===== src/rtl/ripple_capture_pkg.sv =====
// Shared constants and FSM state encoding for the ripple-counter capture stage.
package ripple_capture_pkg;

  localparam int COUNT_W = 4;

  typedef enum logic [1:0] {
    IDLE  = 2'd0,
    TRACK = 2'd1,
    HOLD  = 2'd2
  } state_t;

endpackage


===== src/rtl/sync_nff.sv =====
// Single-bit SYNC_STAGES-deep synchronizer; output lags input by SYNC_STAGES edges.
module sync_nff #(
  parameter int SYNC_STAGES = 2
) (
  input  logic clk,
  input  logic rst_n,
  input  logic d,
  output logic q
);

  logic [SYNC_STAGES-1:0] sync_q;
  logic [SYNC_STAGES-1:0] sync_d;

  always_comb begin
    sync_d = {sync_q[SYNC_STAGES-2:0], d};
  end

  always_ff @(posedge clk or negedge rst_n) begin
    if (!rst_n) begin
      sync_q <= '0;
    end else begin
      sync_q <= sync_d;
    end
  end

  assign q = sync_q[SYNC_STAGES-1];

endmodule


===== src/rtl/ripple_count_capture.sv =====
// Synchronizes and debounces a 4-bit ripple count, extends it across wraps and presents
// each settled value on valid/ready; one-deep pending slot absorbs values during stalls.
module ripple_count_capture
  import ripple_capture_pkg::*;
#(
  parameter int SYNC_STAGES   = 2,
  parameter int STABLE_CYCLES = 3,
  parameter int EXT_WIDTH     = 4
) (
  input  logic                         clk,
  input  logic                         reset,
  input  logic                         clear,
  input  logic                         enable,
  input  logic [COUNT_W-1:0]           q_in,
  input  logic                         out_ready,
  output logic                         out_valid,
  output logic [COUNT_W+EXT_WIDTH-1:0] out_count,
  output logic                         wrap_pulse,
  output logic                         overrun
);

  localparam int OUT_W = COUNT_W + EXT_WIDTH;
  localparam int RUN_W = $clog2(STABLE_CYCLES);
  localparam logic [RUN_W-1:0] RUN_MAX  = RUN_W'(STABLE_CYCLES - 1);
  localparam logic [RUN_W-1:0] RUN_NEED = RUN_W'(STABLE_CYCLES - 2);

  logic [COUNT_W-1:0]   s;
  logic [COUNT_W-1:0]   s_prev_q, s_prev_d;
  logic [RUN_W-1:0]     run_q, run_d;
  logic [COUNT_W-1:0]   last_stable_q, last_stable_d;
  logic [EXT_WIDTH-1:0] ext_q, ext_d;
  state_t               state_q, state_d;
  logic                 out_valid_q, out_valid_d;
  logic [OUT_W-1:0]     out_count_q, out_count_d;
  logic [OUT_W-1:0]     pending_q, pending_d;
  logic                 pending_vld_q, pending_vld_d;
  logic                 wrap_pulse_q, wrap_pulse_d;
  logic                 overrun_q, overrun_d;

  logic                 same;
  logic                 accept;
  logic                 is_wrap;
  logic [EXT_WIDTH-1:0] ext_next;
  logic [OUT_W-1:0]     acc_val;
  logic                 handshake;

  for (genvar i = 0; i < COUNT_W; i++) begin : g_sync
    sync_nff #(.SYNC_STAGES(SYNC_STAGES)) u_sync (
      .clk   (clk),
      .rst_n (reset),
      .d     (q_in[i]),
      .q     (s[i])
    );
  end

  // The current sample counts as the last of the STABLE_CYCLES equal edges once run_q
  // already holds STABLE_CYCLES-2 prior matches.
  assign same      = (s == s_prev_q);
  assign accept    = same && (run_q >= RUN_NEED) && (s != last_stable_q) && !clear;
  assign is_wrap   = (s < last_stable_q);
  assign ext_next  = is_wrap ? ext_q + EXT_WIDTH'(1) : ext_q;
  assign acc_val   = {ext_next, s};
  assign handshake = out_valid_q && out_ready;

  always_comb begin
    s_prev_d      = s;
    run_d         = run_q;
    last_stable_d = last_stable_q;
    ext_d         = ext_q;
    state_d       = state_q;
    out_valid_d   = out_valid_q;
    out_count_d   = out_count_q;
    pending_d     = pending_q;
    pending_vld_d = pending_vld_q;
    wrap_pulse_d  = 1'b0;
    overrun_d     = overrun_q;

    if (!same) begin
      run_d = '0;
    end else if (run_q != RUN_MAX) begin
      run_d = run_q + RUN_W'(1);
    end

    // Wrap tracking runs regardless of presentation state.
    if (accept) begin
      last_stable_d = s;
      ext_d         = ext_next;
      wrap_pulse_d  = is_wrap;
    end

    case (state_q)
      IDLE: begin
        out_valid_d = 1'b0;
        if (enable) begin
          state_d = TRACK;
        end
      end
      TRACK: begin
        out_valid_d = 1'b0;
        if (!enable) begin
          state_d = IDLE;
        end else if (accept) begin
          out_count_d = acc_val;
          out_valid_d = 1'b1;
          state_d     = HOLD;
        end
      end
      HOLD: begin
        if (handshake) begin
          if (pending_vld_q) begin
            out_count_d   = pending_q;
            out_valid_d   = 1'b1;
            pending_vld_d = 1'b0;
            if (accept) begin
              pending_d     = acc_val;
              pending_vld_d = 1'b1;
            end
          end else if (accept) begin
            out_count_d = acc_val;
            out_valid_d = 1'b1;
          end else begin
            out_valid_d = 1'b0;
            state_d     = enable ? TRACK : IDLE;
          end
        end else if (accept) begin
          pending_d     = acc_val;
          pending_vld_d = 1'b1;
          overrun_d     = 1'b1;
        end
      end
      default: begin
        out_valid_d = 1'b0;
        state_d     = IDLE;
      end
    endcase

    if (clear) begin
      ext_d         = '0;
      last_stable_d = '0;
      run_d         = '0;
      pending_d     = '0;
      pending_vld_d = 1'b0;
      overrun_d     = 1'b0;
      out_valid_d   = 1'b0;
      wrap_pulse_d  = 1'b0;
      state_d       = IDLE;
    end
  end

  always_ff @(posedge clk or negedge reset) begin
    if (!reset) begin
      s_prev_q      <= '0;
      run_q         <= '0;
      last_stable_q <= '0;
      ext_q         <= '0;
      state_q       <= IDLE;
      out_valid_q   <= 1'b0;
      out_count_q   <= '0;
      pending_q     <= '0;
      pending_vld_q <= 1'b0;
      wrap_pulse_q  <= 1'b0;
      overrun_q     <= 1'b0;
    end else begin
      s_prev_q      <= s_prev_d;
      run_q         <= run_d;
      last_stable_q <= last_stable_d;
      ext_q         <= ext_d;
      state_q       <= state_d;
      out_valid_q   <= out_valid_d;
      out_count_q   <= out_count_d;
      pending_q     <= pending_d;
      pending_vld_q <= pending_vld_d;
      wrap_pulse_q  <= wrap_pulse_d;
      overrun_q     <= overrun_d;
    end
  end

  assign out_valid  = out_valid_q;
  assign out_count  = out_count_q;
  assign wrap_pulse = wrap_pulse_q;
  assign overrun    = overrun_q;

endmodule


===== config.mk =====
export PLATFORM = sky130hd
export DESIGN_NAME = ripple_count_capture
export DESIGN_NICKNAME = d
export VERILOG_FILES = /design/src/rtl/ripple_capture_pkg.sv /design/src/rtl/sync_nff.sv /design/src/rtl/ripple_count_capture.sv
export SDC_FILE = /design/constraint.sdc
export NUM_CORES = 1
export LEC_CHECK = 0
export ABC_AREA = 0
export CAP_MARGIN = 15
export CORE_MARGIN = 3
export CORE_UTILIZATION = 30
export CTS_BUF_LIST = sky130_fd_sc_hd__clkbuf_2 sky130_fd_sc_hd__clkbuf_4 sky130_fd_sc_hd__clkbuf_8
export CTS_CLUSTER_DIAMETER = 60
export DETAILED_ROUTE_END_ITERATION = 12
export PLACE_DENSITY = 0.45
export SLEW_MARGIN = 20
export SYNTH_ARGS = -nofsm -noshare
export SYNTH_HDL_FRONTEND = slang
export SYNTH_HIERARCHICAL = 1
export SYNTH_SLANG_ARGS = --single-unit

===== constraint.sdc =====
create_clock -name clk -period 7.2 [get_ports clk]
set_clock_uncertainty 0.15 [all_clocks]
set_input_delay 2.16 -clock clk [delete_from_list [all_inputs] [get_ports clk]]
set_output_delay 2.16 -clock clk [all_outputs]
set_load 0.02 [all_outputs]

# Yosys cells after proc, flatten, opt, wreduce, memory -nomap -nowiden
# Cells that the tools add are included.
totals:
  mem_count: 0
  ff_bits: 44
  out_inout_bits: 11
  in_bits: 9
  mem_bits_rw: 0
  latch_bits: 0
  wordCells: 92
  romBits: 0
op_classes:
  n_div: 0
  multipliers: 0
  n_reduce_logical: 15
  n_mux: 43
  bitwise: 0
  n_shift: 0
  n_eq_ne: 15
  n_lt_le_gt_ge: 2
  n_addsub: 2
ops:
  columns: ["op", "count"]
  rows:
  - ["two-way mux 8 bit", 9]
  - ["two-way mux 2 bit", 10]
  - ["two-way mux 4 bit", 5]
  - ["two-way mux 1 bit", 16]
  - ["case mux 8 bit (2 select lines)", 1]
  - ["!= test 3 bit, second input constant", 5]
  - ["!= test 2 bit, second input constant", 4]
  - ["case mux 2 bit (3 select lines)", 1]
  - ["AND reduction 3 bit", 2]
  - ["nonzero test 2 bit", 3]
  - ["AND reduction 5 bit", 1]
  - ["adder 4 x 1 -> 4 bit, second input constant", 1]
  - ["equality test 4 bit", 1]
  - ["logical AND 1 bit", 4]
  - ["less-than comparator 4 bit", 1]
  - ["!= test 4 bit", 1]
  - ["!= test 4 bit, second input constant", 1]
  - ["AND reduction 2 bit", 2]
  - ["!= test 3 x 2 -> 1 bit, second input constant", 1]
  - ["nonzero test 3 bit", 1]
  - ["adder 2 x 1 -> 2 bit, second input constant", 1]
  - ["equality test 2 x 1 -> 1 bit, second input constant", 1]
  - ["equality test 2 bit, second input constant", 1]
  - [">= comparator 2 x 1 -> 1 bit, second input constant", 1]
  - ["3 further kinds", 3]

# Logic depth before layout (Yosys ltp)
depth:
  word_depth: 9
  mapped_depth: 8

# Cells and area by module
# Netlist, hierarchy kept.
by_module_without_submodules:
  columns: ["module", "area_per_inst_um2", "n_inst", "cells_per_inst", "seq_area_each_um2"]
  rows:
  - ["ripple_count_capture", 2008.2, 1, 185, 900.9]
  - ["sync_nff", 50.0, 4, 2, 50.0]

# Worst setup path after synthesis
# OpenSTA, ideal clock, no wires.
synth_timing:
  path_kind: "input-to-reg"
  start: "in out_ready"
  end: "reg out_count_q[4], in the netlist out_count[4]"
  slack_ns: 3.622
  stages: 6
  t_arrival_ns: 3.302
  setup_time_ns: 0.127
  required_time_ns: 6.923
  n_path_buf: 1
  cell_sequence: "nand2_1 and2_1 a21oi_1 clkbuf_1 nand2_1 a221o_2"
synth_via:
  elab_chain_cells: 3
synth_rtl:
  columns: ["item", "line_no", "source"]
  rows:
  - ["start, declared", "ripple_count_capture.sv:15", "input logic out_ready,"]
  - ["logical AND 1 bit", "ripple_count_capture.sv:63", "assign handshake = out_valid_q && out_ready;"]
  - ["!= test 2 bit (no line)", null, null]
  - ["AND reduction 3 bit (no line)", null, null]
  - ["end signal, assigned", "ripple_count_capture.sv:170", "out_count_q <= out_count_d;"]
  - ["end, declared", "ripple_count_capture.sv:34", "logic [OUT_W-1:0] out_count_q, out_count_d;"]
# No other way between the ends.
# A chain may end at the register's enable or synchronous reset.

# Final worst setup path
layout_timing:
  start: "in out_ready"
  end: "reg out_count_q[6], in the netlist out_count[6]"
# Same word-level chain as after synthesis.

==> out/summary.txt <==
Hold WC Path Type = flip-flop to flip-flop
number of synthesis warnings = 6
RSZ-0062 raised after global routing = no
Initial Util = 31.63%
area of the multi-input gates = 1020 um2
Die W = 91.80 um
Routed WL = 4.621 mm
Critical Path RT = 7230 ps
crit share post-route = 58.77%
setup TNS = 0 ps
share of cells above drive strength 1 = 13.21%
initial antenna violation count = 0
DP Wirelength = 3.188 mm
Initial DRT Pass Iterations = 4
top cells by area, synth = dfrtp_1 50%, ha_1 6.2%, nand2_1 3.1%
largest net degree at the start of global routing = 45
vias per std cell = 4.857
nets@finish = 231
remaining routing DRC violations = 0
routed via count = 1496
CTS tree = done
Routability Congestion = 0.7679
CTS H-tree lvls = 2
Reg2Reg Depth = 7
total CTS buffers = 5
Reg-to-Reg End = out_count[6]
PwrDens = 192.9 nW/um2
Setup crit end kind = flip-flop
vias in the first global route = 1546
clock slew at reported path FFs = 90 ps
post-cts resize count = 0
Synth Instances = 193
IO Count = 20
most instantiated library cell after synthesis = dfrtp_1
crit path from = out_ready
# diodes = 0
Primary FF master, synth = dfrtp_1
status = complete, no violations
leading area contributor after synthesis = dfrtp_1
Synth Register Bits = 44
total setup buffers inserted after CTS = 0
RR Startpoint = g_sync[0].u_sync/sync_q[1]
Synth top cells by count = 44 x dfrtp_1, 18 x nand2_1, 14 x nor2_1
sequential area share after synthesis = 49.86%
clk_lat worst skew = 300 ps
setup slack, reg-to-reg = 4180 ps
Rows = 30
Slew HR = 46.05%
hold-critical path depth = 0
Critical Path AT = 4270 ps
I/O Buffers = 19
Overall Global Routing Usage = 11.84%
number of synthesized flops with an enable pin = 0
f_max = 0.2363 GHz
CTS Sinks = 44
worst setup path class = primary input to flip-flop
layout overhead on the synthesized area = 17.51%
Cell Area, Synth = 2208 um2
gr ovfl total = 0
number of distinct library cells after synthesis = 44
Filler cells = 716
Mapped Nets = 213
Final Setup Violations = 0
hold endpoint = g_sync[1].u_sync/sync_q[1]
Mapped Avg Cell Area = 11.44 um2
Leak = 1.083 nW
post-synth top area share = 49.86%
Worst setup SP type = primary input
die area = 8426 um2
placeable core area = 6982 um2
Maximum Capacitance Violations = 0
Async SR Flop Fraction = 100.0%
max-slew violations = 0
Die Y = 91.80 um
Post-DRT Antenna Nets = 0
worst hold margin = 203.1 ps
Tmin final = 4232 ps
worst hold start = g_sync[1].u_sync/sync_q[0]
Worst Max-Slew Pin Slew = 809.2 ps
Routed WL per cell = 15.00 um
Max IR drop VDD = 0.09049 mV
First DRT Iteration DRCs = 85
Max Buffers Root-to-Sink = 2
Final Hold Vio Count = 0
crit path max fanout = 11
# hold bufs at CTS = 0
clock root buffer = clkbuf_8
area occupied by registers = 1101 um2
first-pass GRT wire length = 7.790 mm
routing by layer:
layer  track usage (%)  share of wire (%)  vias up
met5                 0                  0        -
met4             4.827                1.6        0
met3             2.953                4.1        8
met2             17.95                 45       30
met1             16.16                 49      727
li1                  -                  -      731
how the worst max path moves through the flow:
stage,slack (ps),cells after the start,to
2_1_floorplan,3620,6,out_count[4]
6_report,2970,6,out_count[6]
3_5_place_dp,2630,6,out_count[6]
4_1_cts,2960,6,out_count[6]
5_1_grt,2810,6,out_count[6]
3_3_place_gp,2750,6,out_count[4]
flip-flops by register name, indices dropped and copies added (netlist names):
| signal | flops |
|---|---|
| out_count | 8 |
| pending_q | 8 |
| run_q | 2 |
| wrap_pulse | 1 |
| g_sync.u_sync/sync_q | 8 |
| state_q | 2 |
| out_valid | 1 |
| last_stable_q | 4 |
| s_prev_q | 4 |
| ext_q | 4 |
| overrun | 1 |
| pending_vld_q | 1 |
final cells by class:
class	instances	area share (%)
clock inverters	2	1.495
flip-flops and latches	44	42.43
well taps	96	4.629
clock buffers	6	3.182
multi-input cells	130	39.30
inverters	10	1.446
repair buffers	20	7.522
cell usage in the layout, fill, tap and decap left out, drive strengths merged, types with 2 or more instances in the layout:
cell type,count
a2bb2oi,4
nor3,3
xor2,7
dfrtp,44
and2,3
buf,2
mux2i,6
nand2b,4
a211oi,7
ha,11
a221o,4
clkbuf,6
nand2,18
inv,10
o21ai,4
a21oi,12
nand3,3
o32ai,2
nor4,2
clkdlybuf4s50,18
and3,5
xnor2,3
nor2,14
o41ai,3
critical path, cell delays in order:
cell             delay [ps]
clkdlybuf4s50_1         480
nand2_1                  70
and2_1                  200
a21oi_1                 640
nand2_1                 260
a221o_2                 450
where the power goes:
part	internal (mW)	switching [mW]
registers	0.252	0.00574
logic	0.0159	0.0257
clock network	0.114	0.0878
logic make-up (layout without fill, tap and decap cells):
| group | count (synthesis) | after routing | share of synthesized area (%) |
|---|---|---|---|
| simple gates | 58 | 58 | 14.90 |
| compound gates | 44 | 44 | 16.15 |
| xor+xnor | 10 | 10 | 5.666 |
| fa+ha+maj | 11 | 11 | 6.232 |
| mux | 7 | 7 | 3.230 |
| buf+inv | 19 | 38 | 3.966 |
| flops | 44 | 44 | 49.86 |
metrics by stage:
stage               cells  instance area (um2)  worst slack [ps]  utilization [%]  total power, mW
floorplan             193                 2208              3622                -           0.2877
global placement      300                 2471              2749            35.39           0.3043
detailed placement    300                 2471              2632            35.39           0.3053
CTS                   308                 2592              2956            37.13           0.5107
global route          308                 2595              2806            37.17           0.5259
finish                308                 2595              2968            37.17           0.5006
Power figures use the tool's default switching activity.
